--- src/rtl/controle_horner_if.sv ---
// Handshake and control bundle between the Horner controller and its requester/datapath.
// The controller sits on the slave side; the requester drives start/grau from the master side.
interface controle_horner_if;
  logic       start;
  logic [1:0] grau;
  logic       lx;
  logic       ls;
  logic       lh;
  logic [1:0] m0;
  logic [1:0] m1;
  logic [1:0] m2;
  logic       h;
  logic       done;
  logic       busy;

  modport master (
    output start, grau,
    input  lx, ls, lh, m0, m1, m2, h, done, busy
  );

  modport slave (
    input  start, grau,
    output lx, ls, lh, m0, m1, m2, h, done, busy
  );
endinterface

--- src/rtl/controle_horner.sv ---
// Moore controller sequencing a Horner-scheme polynomial evaluation (degree 0..2)
// over an external X/S/H register datapath with a shared add/multiply ULA.
module controle_horner (
  input logic              ck,
  input logic              rst,
  controle_horner_if.slave bus
);

  typedef enum logic [2:0] {
    IDLE, LOADX, CLRH, MUL1, ADD1, MUL2, ADD2, DONE
  } state_t;

  typedef struct packed {
    logic       lx;
    logic       ls;
    logic       lh;
    logic [1:0] m0;
    logic [1:0] m1;
    logic [1:0] m2;
    logic       h;
    logic       done;
    logic       busy;
  } ctrl_t;

  state_t     state;
  state_t     next_state;
  logic [1:0] degree;
  logic [1:0] next_degree;
  ctrl_t      ctrl;

  // Output pattern of each state; degree only picks the first coefficient in MUL1.
  function automatic ctrl_t decode(input state_t s, input logic [1:0] deg);
    ctrl_t c;
    c      = '0;
    c.busy = (s != IDLE);
    case (s)
      LOADX: c.lx = 1'b1;
      CLRH: begin
        c.m2 = 2'b01;
        c.lh = 1'b1;
      end
      MUL1: begin
        c.m0 = (deg == 2'd2) ? 2'b01 : 2'b10;
        c.h  = 1'b1;
        c.lh = 1'b1;
      end
      ADD1: begin
        c.m0 = 2'b10;
        c.m1 = 2'b11;
        c.m2 = 2'b01;
        c.lh = 1'b1;
      end
      MUL2: begin
        c.m1 = 2'b11;
        c.h  = 1'b1;
        c.lh = 1'b1;
      end
      ADD2: begin
        c.m0 = 2'b11;
        c.m1 = 2'b11;
        c.m2 = 2'b01;
        c.ls = 1'b1;
      end
      DONE:    c.done = 1'b1;
      default: c = '0;
    endcase
    return c;
  endfunction

  always_comb begin
    next_state  = IDLE;
    next_degree = degree;
    case (state)
      IDLE: begin
        if (bus.start) begin
          next_state  = LOADX;
          next_degree = (bus.grau == 2'b11) ? 2'd2 : bus.grau;
        end else begin
          next_state = IDLE;
        end
      end
      LOADX:   next_state = (degree == 2'd0) ? CLRH : MUL1;
      CLRH:    next_state = ADD2;
      MUL1:    next_state = (degree == 2'd2) ? ADD1 : ADD2;
      ADD1:    next_state = MUL2;
      MUL2:    next_state = ADD2;
      ADD2:    next_state = DONE;
      DONE:    next_state = IDLE;
      default: next_state = IDLE;
    endcase
  end

  // Outputs are registered from the next state so they line up with the state register.
  always_ff @(posedge ck or posedge rst) begin
    if (rst) begin
      state  <= IDLE;
      degree <= 2'd0;
      ctrl   <= '0;
    end else begin
      state  <= next_state;
      degree <= next_degree;
      ctrl   <= decode(next_state, next_degree);
    end
  end

  assign bus.lx   = ctrl.lx;
  assign bus.ls   = ctrl.ls;
  assign bus.lh   = ctrl.lh;
  assign bus.m0   = ctrl.m0;
  assign bus.m1   = ctrl.m1;
  assign bus.m2   = ctrl.m2;
  assign bus.h    = ctrl.h;
  assign bus.done = ctrl.done;
  assign bus.busy = ctrl.busy;

endmodule

--- src/flat_wrapper.sv ---
// flat-port wrapper written by rule: the top's interface ports become plain ports
module controle_horner_flat 
  (ck, rst, bus_start, bus_grau, bus_lx, bus_ls, bus_lh, bus_m0, bus_m1, bus_m2, bus_h, bus_done, bus_busy);
  controle_horner_if bus_i ();
  input logic ck;
  input logic rst;
  input wire logic [$bits(bus_i.start)-1:0] bus_start;
  input wire logic [$bits(bus_i.grau)-1:0] bus_grau;
  output wire logic [$bits(bus_i.lx)-1:0] bus_lx;
  output wire logic [$bits(bus_i.ls)-1:0] bus_ls;
  output wire logic [$bits(bus_i.lh)-1:0] bus_lh;
  output wire logic [$bits(bus_i.m0)-1:0] bus_m0;
  output wire logic [$bits(bus_i.m1)-1:0] bus_m1;
  output wire logic [$bits(bus_i.m2)-1:0] bus_m2;
  output wire logic [$bits(bus_i.h)-1:0] bus_h;
  output wire logic [$bits(bus_i.done)-1:0] bus_done;
  output wire logic [$bits(bus_i.busy)-1:0] bus_busy;
  assign bus_i.start = bus_start;
  assign bus_i.grau = bus_grau;
  assign bus_lx = bus_i.lx;
  assign bus_ls = bus_i.ls;
  assign bus_lh = bus_i.lh;
  assign bus_m0 = bus_i.m0;
  assign bus_m1 = bus_i.m1;
  assign bus_m2 = bus_i.m2;
  assign bus_h = bus_i.h;
  assign bus_done = bus_i.done;
  assign bus_busy = bus_i.busy;
  controle_horner u_core (.ck(ck), .rst(rst), .bus(bus_i));
endmodule
--- config.mk ---
export PLATFORM = sky130hd
export DESIGN_NAME = controle_horner_flat
export DESIGN_NICKNAME = d
export VERILOG_FILES = /design/src/rtl/controle_horner_if.sv /design/src/rtl/controle_horner.sv /design/src/flat_wrapper.sv
export SDC_FILE = /design/constraint.sdc
export NUM_CORES = 1
export LEC_CHECK = 0
export CAP_MARGIN = 30
export CORE_MARGIN = 2
export CORE_UTILIZATION = 48
export CTS_CLUSTER_DIAMETER = 150
export DETAILED_ROUTE_END_ITERATION = 16
export PLACE_DENSITY = 0.83
export SLEW_MARGIN = 5
export SYNTH_ARGS = -nofsm -noshare
export SYNTH_HDL_FRONTEND = slang
export SYNTH_SLANG_ARGS = --single-unit
--- constraint.sdc ---
create_clock -name ck -period 4.1 [get_ports ck]
set_input_delay 0.615 -clock ck [delete_from_list [all_inputs] [get_ports ck]]
set_output_delay 0.615 -clock ck [all_outputs]
set_load 0.1 [all_outputs]
==> flow_summary.rst <==
.. list-table::
   :header-rows: 1

   * - Metric
     - Value
   * - Outcome
     - complete, no violations
   * - Count of buffering cells on the critical path with inverters included
     - 1
   * - Final WL
     - 1.01 mm
   * - Crit Reg-Reg Endpoint
     - u_core.bus.m0[1]$_DFF_PP0_
   * - Share of the synthesized area in the top cell type
     - 58.0%
   * - Core region area
     - ~1300 µm²
   * - Yosys reg bits
     - 15
   * - ANT nets after route
     - 0
   * - Synth warnings
     - 0
   * - Top post-synthesis cells by area
     - dfrtp_1 (58%), nor2b_1 (3.9%), o21ai_0 (3.1%), buf_4 (2.3%), o21a_1 (2.3%)
   * - Kind of path behind the tightest hold check
     - reg2reg
   * - Fraction of layout cells with a size suffix above 1
     - slightly below 6%
   * - Register-to-register setup slack
     - approximately 2.3 ns
   * - Cell count along the critical path
     - 1
   * - Worst Tran Pin Value
     - 0.963 ns
   * - Fin crit period
     - around 2.4 ns
   * - Final worst path period share
     - ~58%
   * - Worst R2R Start
     - u_core.state[1]$_DFF_PP0_
   * - Crit-path cells
     - clkdlybuf4s50_1
   * - Setup_tns
     - 0 ns
   * - Register clock-pin slew on the reported worst setup and hold paths
     - approximately 0.080 ns
   * - Cell Area, Synth
     - between 600 and 700 µm²
   * - Part of the Yosys area used for sequential elements
     - between 50 and 60%
   * - Number of filler cells placed in the layout
     - roughly 110
   * - Most frequent cells in the layout
     - clkdlybuf4s50_1 (15), dfrtp_1 (15), nor2b_1 (4), o21ai_0 (4)
   * - GR Overflow Total
     - 0
   * - H-tree depth
     - 1
   * - Post-layout net count
     - 75
   * - Vert. Die Dim
     - roughly 41 µm
   * - Average footprint of a synthesized cell
     - 11.6 µm²
   * - Number of standard cells in the final layout excluding fillers
     - 84
   * - Std-Cell Rows
     - 13
   * - Crit-path leading delay family
     - buffers and inverters
   * - Number of cells on the worst reg-to-reg path
     - 3
   * - Post-DP HPWL
     - slightly below 700 µm
   * - CTS buffer count
     - 3
   * - DP Area
     - just under 800 µm²
   * - # DRC
     - 0
   * - Routability Congestion
     - a little over 0.8
   * - CP Data Required Time
     - about 3.5 ns
   * - Floorplan die width
     - between 40 and 50 µm
   * - Worst Setup Path Type
     - reg2out
   * - Number of gates resized after cts
     - 0
   * - Placed Instances
     - 80
   * - Signal arrival time at the worst endpoint
     - about 1.8 ns
   * - Final Cell Area
     - a little over 800 µm²
   * - Count of input and output buffers
     - 15
   * - Slew Viols, Final
     - 0
   * - First-pass GRT wire length
     - ~1.7 mm
   * - Number of antenna violations at the first check in global routing
     - 0
   * - Launch point of the worst hold path
     - u_core.degree[0]$_DFF_PP0_
   * - Maximum clock insertion buffer count
     - 2
   * - Buffers inserted during post-CTS setup optimization
     - 0
   * - P&R area growth vs syn
     - 24.4%
   * - Synthesized netlist cell count
     - 56
   * - Share of the core filled with cells in the final layout
     - between 60% and 70%
   * - Number of unique standard cell types used by synthesis
     - 28
   * - Via count of the first global-routing pass
     - between 300 and 400
   * - Hold worst-path end
     - u_core.degree[0]$_DFF_PP0_
   * - Number of max-cap violations
     - 0
   * - Number of antenna diodes
     - 0
   * - CTS Root Buffer Type
     - clkbuf_4
   * - Setup repair after global routing missed its margin
     - false
   * - Sinks on the clock net
     - 15
   * - Largest fanout of any net on the critical path
     - 2
   * - Worst hold path cell count
     - 2
   * - Via total after detailed routing
     - 440
   * - Pin count of the biggest net entering global routing
     - 16
   * - Setup violation total in the final timing report
     - 0
   * - Critical-path cell with the highest stage delay
     - clkdlybuf4s50_1
   * - Total iterations of the first detailed-routing run
     - 3
   * - Top cell type by total area after synthesis
     - dfrtp_1
   * - Setup crit start kind
     - register
   * - DRT iter0 DRCs
     - 3
   * - Total routing usage reported by global routing
     - ~17%
   * - Total I/O pin count
     - 17
   * - Achievable Freq
     - between 400 and 500 MHz
   * - Clock insertion delay at the later pin of the skew report
     - about 0.28 ns
   * - Die Area
     - 1660 µm²
   * - Final-report hold violation count
     - 0
   * - Clock tree from TritonCTS
     - yes
   * - Number of vias per cell after detailed routing
     - about 5.2
   * - Type of destination of the critical path
     - output pin
   * - Largest clock skew in the final design
     - roughly 0.0023 ns
   * - Routed length per placed instance
     - roughly 12 µm
   * - Initial core utilization
     - between 50% and 60%
   * - Mapped Nets
     - a little over 60
   * - Cts-stage hold buffer count
     - 0
   * - Worst rel slew slack
     - ~36%
   * - CP peak stage delay
     - approximately 1.1 ns
==> synthesized netlist by cell type <==
master / n
a21o_1: 1
a221o_1: 1
a22o_1: 1
a31oi_1: 1
buf_1: 1
buf_4: 2
buf_6: 1
clkbuf_1: 2
conb_1: 1
dfrtp_1: 15
inv_1: 3
mux2_1: 1
mux2i_1: 1
nand2_1: 1
nand2b_1: 2
nand3_1: 2
nand3b_1: 1
nor2_1: 1
nor2b_1: 4
nor3b_1: 1
nor4_1: 1
o211ai_1: 1
o21a_1: 2
o21ai_0: 4
o21bai_1: 2
or3b_1: 1
or4b_4: 1
xor2_1: 1
==> per-layer routing <==
metal | share of wire [%] | up-vias | track usage, %
li1 | - | 214 | -
met1 | 44 | 210 | 22.5
met2 | 48 | 14 | 21.4
met3 | 5.6 | 2 | 6.52
met4 | 2.1 | 0 | 15.0
met5 | 0 | - | 0
==> worst min-delay path, cell delays in order (launching register included) <==
cell and delay [ns]:
dfrtp_1 0.38, nand2_1 0.06, o21ai_0 0.07
==> flip-flops by register name, summed over array words and instances, names as in the netlist <==
| signal | cells |
|---|---|
| u_core.bus.m2 | 1 |
| u_core.state | 3 |
| u_core.degree | 2 |
| u_core.bus.busy | 1 |
| u_core.bus.m0 | 2 |
| u_core.bus.lh | 1 |
| u_core.bus.m1 | 1 |
| u_core.bus.lx | 1 |
| u_core.bus.h | 1 |
| u_core.bus.ls | 1 |
| u_core.bus.done | 1 |
==> worst max path at each step <==
| stage | start | to | slack, ns |
|---|---|---|---|
| after floorplan | u_core.bus.m1[0]$_DFF_PP0_ | bus_m1[1] | 2.16 |
| after global placement | bus_start | u_core.bus.m0[1]$_DFF_PP0_ | 1.91 |
| after detailed placement | bus_start | u_core.bus.m0[1]$_DFF_PP0_ | 1.88 |
| after CTS | u_core.bus.m1[0]$_DFF_PP0_ | bus_m1[0] | 1.72 |
| after global routing | u_core.bus.m1[0]$_DFF_PP0_ | bus_m1[0] | 1.67 |
| final | u_core.bus.m1[0]$_DFF_PP0_ | bus_m1[0] | 1.73 |
==> cell type report <==
| type | count | area, µm² | share of cell area [%] |
|---|---|---|---|
| clock buffer | 4 | 26.3 | 3.27 |
| tap | 15 | 18.8 | 2.33 |
| timing repair buffer | 15 | 150 | 18.7 |
| inverter | 3 | 11.3 | 1.40 |
| sequential | 15 | 375 | 46.7 |
| multi-input combinational | 32 | 223 | 27.7 |
==> per-stage QoR <==
stage | hold WS, ns | setup slack (ns)
after detailed placement | 0.526 | 1.88
after global routing | 0.583 | 1.67
final | 0.544 | 1.73
after CTS | 0.549 | 1.72
after floorplan | 0.481 | 2.16
after global placement | 0.520 | 1.91
==> kinds of logic (layout without fill, tap and decap cells) <==
kind of cell / Yosys count / in the layout / share of synthesized area (%)
flip-flops: 15 / 15 / 58.0
AND/OR/NAND/NOR: 15 / 15 / 15.3
XOR/XNOR: 1 / 1 / 1.35
AO/OA/AOI/OAI: 13 / 13 / 13.9
multiplexers: 2 / 2 / 3.29
other: 1 / 1 / 0.580
buffers and inverters: 9 / 22 / 7.54
Power is left out: the tool's default activity adds up to more than one toggle a clock period on the data nets, which glitch-free logic cannot reach.
==> RTL edit (same settings) <==
Encoding of `state_t`: now one-hot (8 bits for 8 states).
--- a/src/rtl/controle_horner.sv
+++ b/src/rtl/controle_horner.sv
@@ -7,6 +7,6 @@
 );
 
-  typedef enum logic [2:0] {
-    IDLE, LOADX, CLRH, MUL1, ADD1, MUL2, ADD2, DONE
+  typedef enum logic [7:0] {
+    IDLE = 8'b00000001, LOADX = 8'b00000010, CLRH = 8'b00000100, MUL1 = 8'b00001000, ADD1 = 8'b00010000, MUL2 = 8'b00100000, ADD2 = 8'b01000000, DONE = 8'b10000000
   } state_t;
 
Function: no difference found for any inputs over 10 cycles, from zero or initial values and one cycle with rst high; not proved beyond that.
==> RTL edit against the original RTL <==
Final cell count is 40% higher; area after synthesis increased by 35%; sequential share of layout area increased by 0.41 points; synthesized cell count grew 41%; worst setup slack worse by 22 ps; via count rose by 38%; routed wire length rose by 42%; design area grew 33%; sequential cell count rose by 5; largest cell class unchanged; highest routed layer unchanged.
==> RTL edit: results (changes against the original RTL) <==
Detailed routing
The highest layer used for signal routing is met4 (unchanged). The iteration-0 DRC count of the detailed router is 8 (was 3). The length of routed met3 wiring was 33 um (was 56 um). The detailed-routing iteration count for the pre-antenna-repair pass is 4 (was 3). The aggregate routed wire length came to 1430 um (was 1010 um). The wire length the detailed router placed on met1 is 679 um (was 443 um). The total via count after detailed routing is 608 (was 440). The wire length on met2 came to 697 um (was 485 um).

Layout
The count of antenna diodes in the layout is 0 (unchanged). The fraction of layout cells with a size suffix above 1 was 10.8% (was 5.80%). The total of fill cells in the finished design came to 155 (was 112).

The non-filler instance count after layout was 118 (was 84). The register with the most flip-flops is u_core.state (unchanged). The count of nets after finishing is 99 (was 75). The flip-flop count of the largest register after layout is 8 (was 3).

Synthesis
Cell types with the largest area share after synthesis: dfrtp_1, nor3_1, o21ai_0 (was dfrtp_1, nor2b_1, o21ai_0). The proportion of synthesized area in mux cells was 2.43% (was 3.29%). The post-synthesis instance total is 79 (was 56). The xor-xnor portion of the synthesized cell area is 1.00% (was 1.35%). The share of the synthesized area in compound gates (AO/OA/AOI/OAI) was 11.7% (was 13.9%). The sequential area share after synthesis is 57.3% (was 58.0%).

The flip-flop cell with the highest count after synthesis is dfrtp_1 (unchanged). The post-synthesis adder-cell area fraction was 0% (unchanged). Top cells by instance count after synthesis: dfrtp_1, nor3_1, nor2_1, o21ai_0, nand2b_1 (was dfrtp_1, nor2b_1, o21ai_0, inv_1). The count of cell types in the netlist was 30 (was 28). The synthesized net count is 84 (was 61).

Critical path
The top fanout value on the critical path is 2 (unchanged). The startpoint of the most critical setup path is u_core.bus.m1[0] (unchanged). The path depth of the worst reg2reg path is 4 (was 3). The startpoint of the lowest-slack register-to-register path is u_core.state[6] (was u_core.state[1]). The cell family contributing the most delay on the critical path is buffers and inverters (unchanged).

Placed design
The pre-CTS worst setup slack was 2010 ps (was 1880 ps). The HPWL reported at the end of detailed placement is 1130 um (was 686 um). The global placer's final weighted congestion is 0.739 (was 0.812). The cell count after placement came to 114 (was 80).

Clock tree
The buffer depth of the longest clock path is 2 (unchanged). The H-tree level count is 1 (unchanged). The total CTS buffers was 3 (unchanged). The clock slew seen by the registers of the worst setup and hold paths is 110 ps (was 80 ps). The number of buffers added for setup after CTS is 0 (unchanged).

GRT
The global-route wire length before repair is 2400 um (was 1680 um). The pin count of the biggest net entering global routing is 21 (was 16). The overall routing resource usage is 15.9% (was 17.1%). The number of global-route vias before repair is 553 (was 386).

Min path
The number of stages on the worst hold path came to 1 (was 2). The critical hold path startpoint is u_core.state[6] (was u_core.degree[0]).

Timing
The maximum clock skew at final layout is 6.16 ps (was 2.26 ps). The worst slew margin relative to its limit was 35.1% (was 35.6%).

Pwr
Across the VDD grid, the largest voltage drop is 0.336 mV.

Outcome
Status: completed (unchanged).
==> RTL edit: cell type report <==
| cell class | count | area [sq um] | area share (%) |
|---|---|---|---|
| inverter | 3 | 11.3 | 1.06 |
| timing repair buffer | 15 | 150 | 14.1 |
| clock buffer | 4 | 36.3 | 3.40 |
| sequential | 20 | 502 | 47.1 |
| tap | 25 | 31.3 | 2.93 |
| multi-input combinational | 51 | 335 | 31.5 |
==> RTL edit: worst paths after layout <==
path	endpoint	slack [ps]
setup / recovery	bus_m1[0]	1710
hold / removal	u_core.bus.lx	540
setup reg to reg	u_core.bus.m0[1]	2350
hold reg to reg	u_core.bus.lx	540
max in group asynchronous	u_core.state[4]	2910
min in group asynchronous	u_core.state[6]	740
==> RTL edit: routing by layer <==
layer  vias up  track usage (%)
met5         -                0
met4         0             6.67
met3         2             3.53
met2        11             25.0
met1       295             21.2
li1        300                -
==> RTL edit: logic make-up after synthesis <==
kind of cell	Yosys count
buf+inv	8
xor+xnor	1
flops	20
other cells	1
compound gates	15
simple gates	32
mux	2
==> RTL edit: report_power, final <==
group / leakage, nW / internal (mW) / switching (mW)
Clock: 0.0210 / 0.0540 / 0.0547
Sequential: 0.268 / 0.245 / 0.0374
Combinational: 0.181 / 0.113 / 0.267
==> RTL edit: stage by stage <==
stage / power [mW] / area, sq um
6_report: 0.771 / 1070
3_5_place_dp: 0.668 / 1030
5_1_grt: 0.812 / 1070
3_3_place_gp: 0.659 / 1030
4_1_cts: 0.777 / 1070
2_1_floorplan: 0.589 / 876
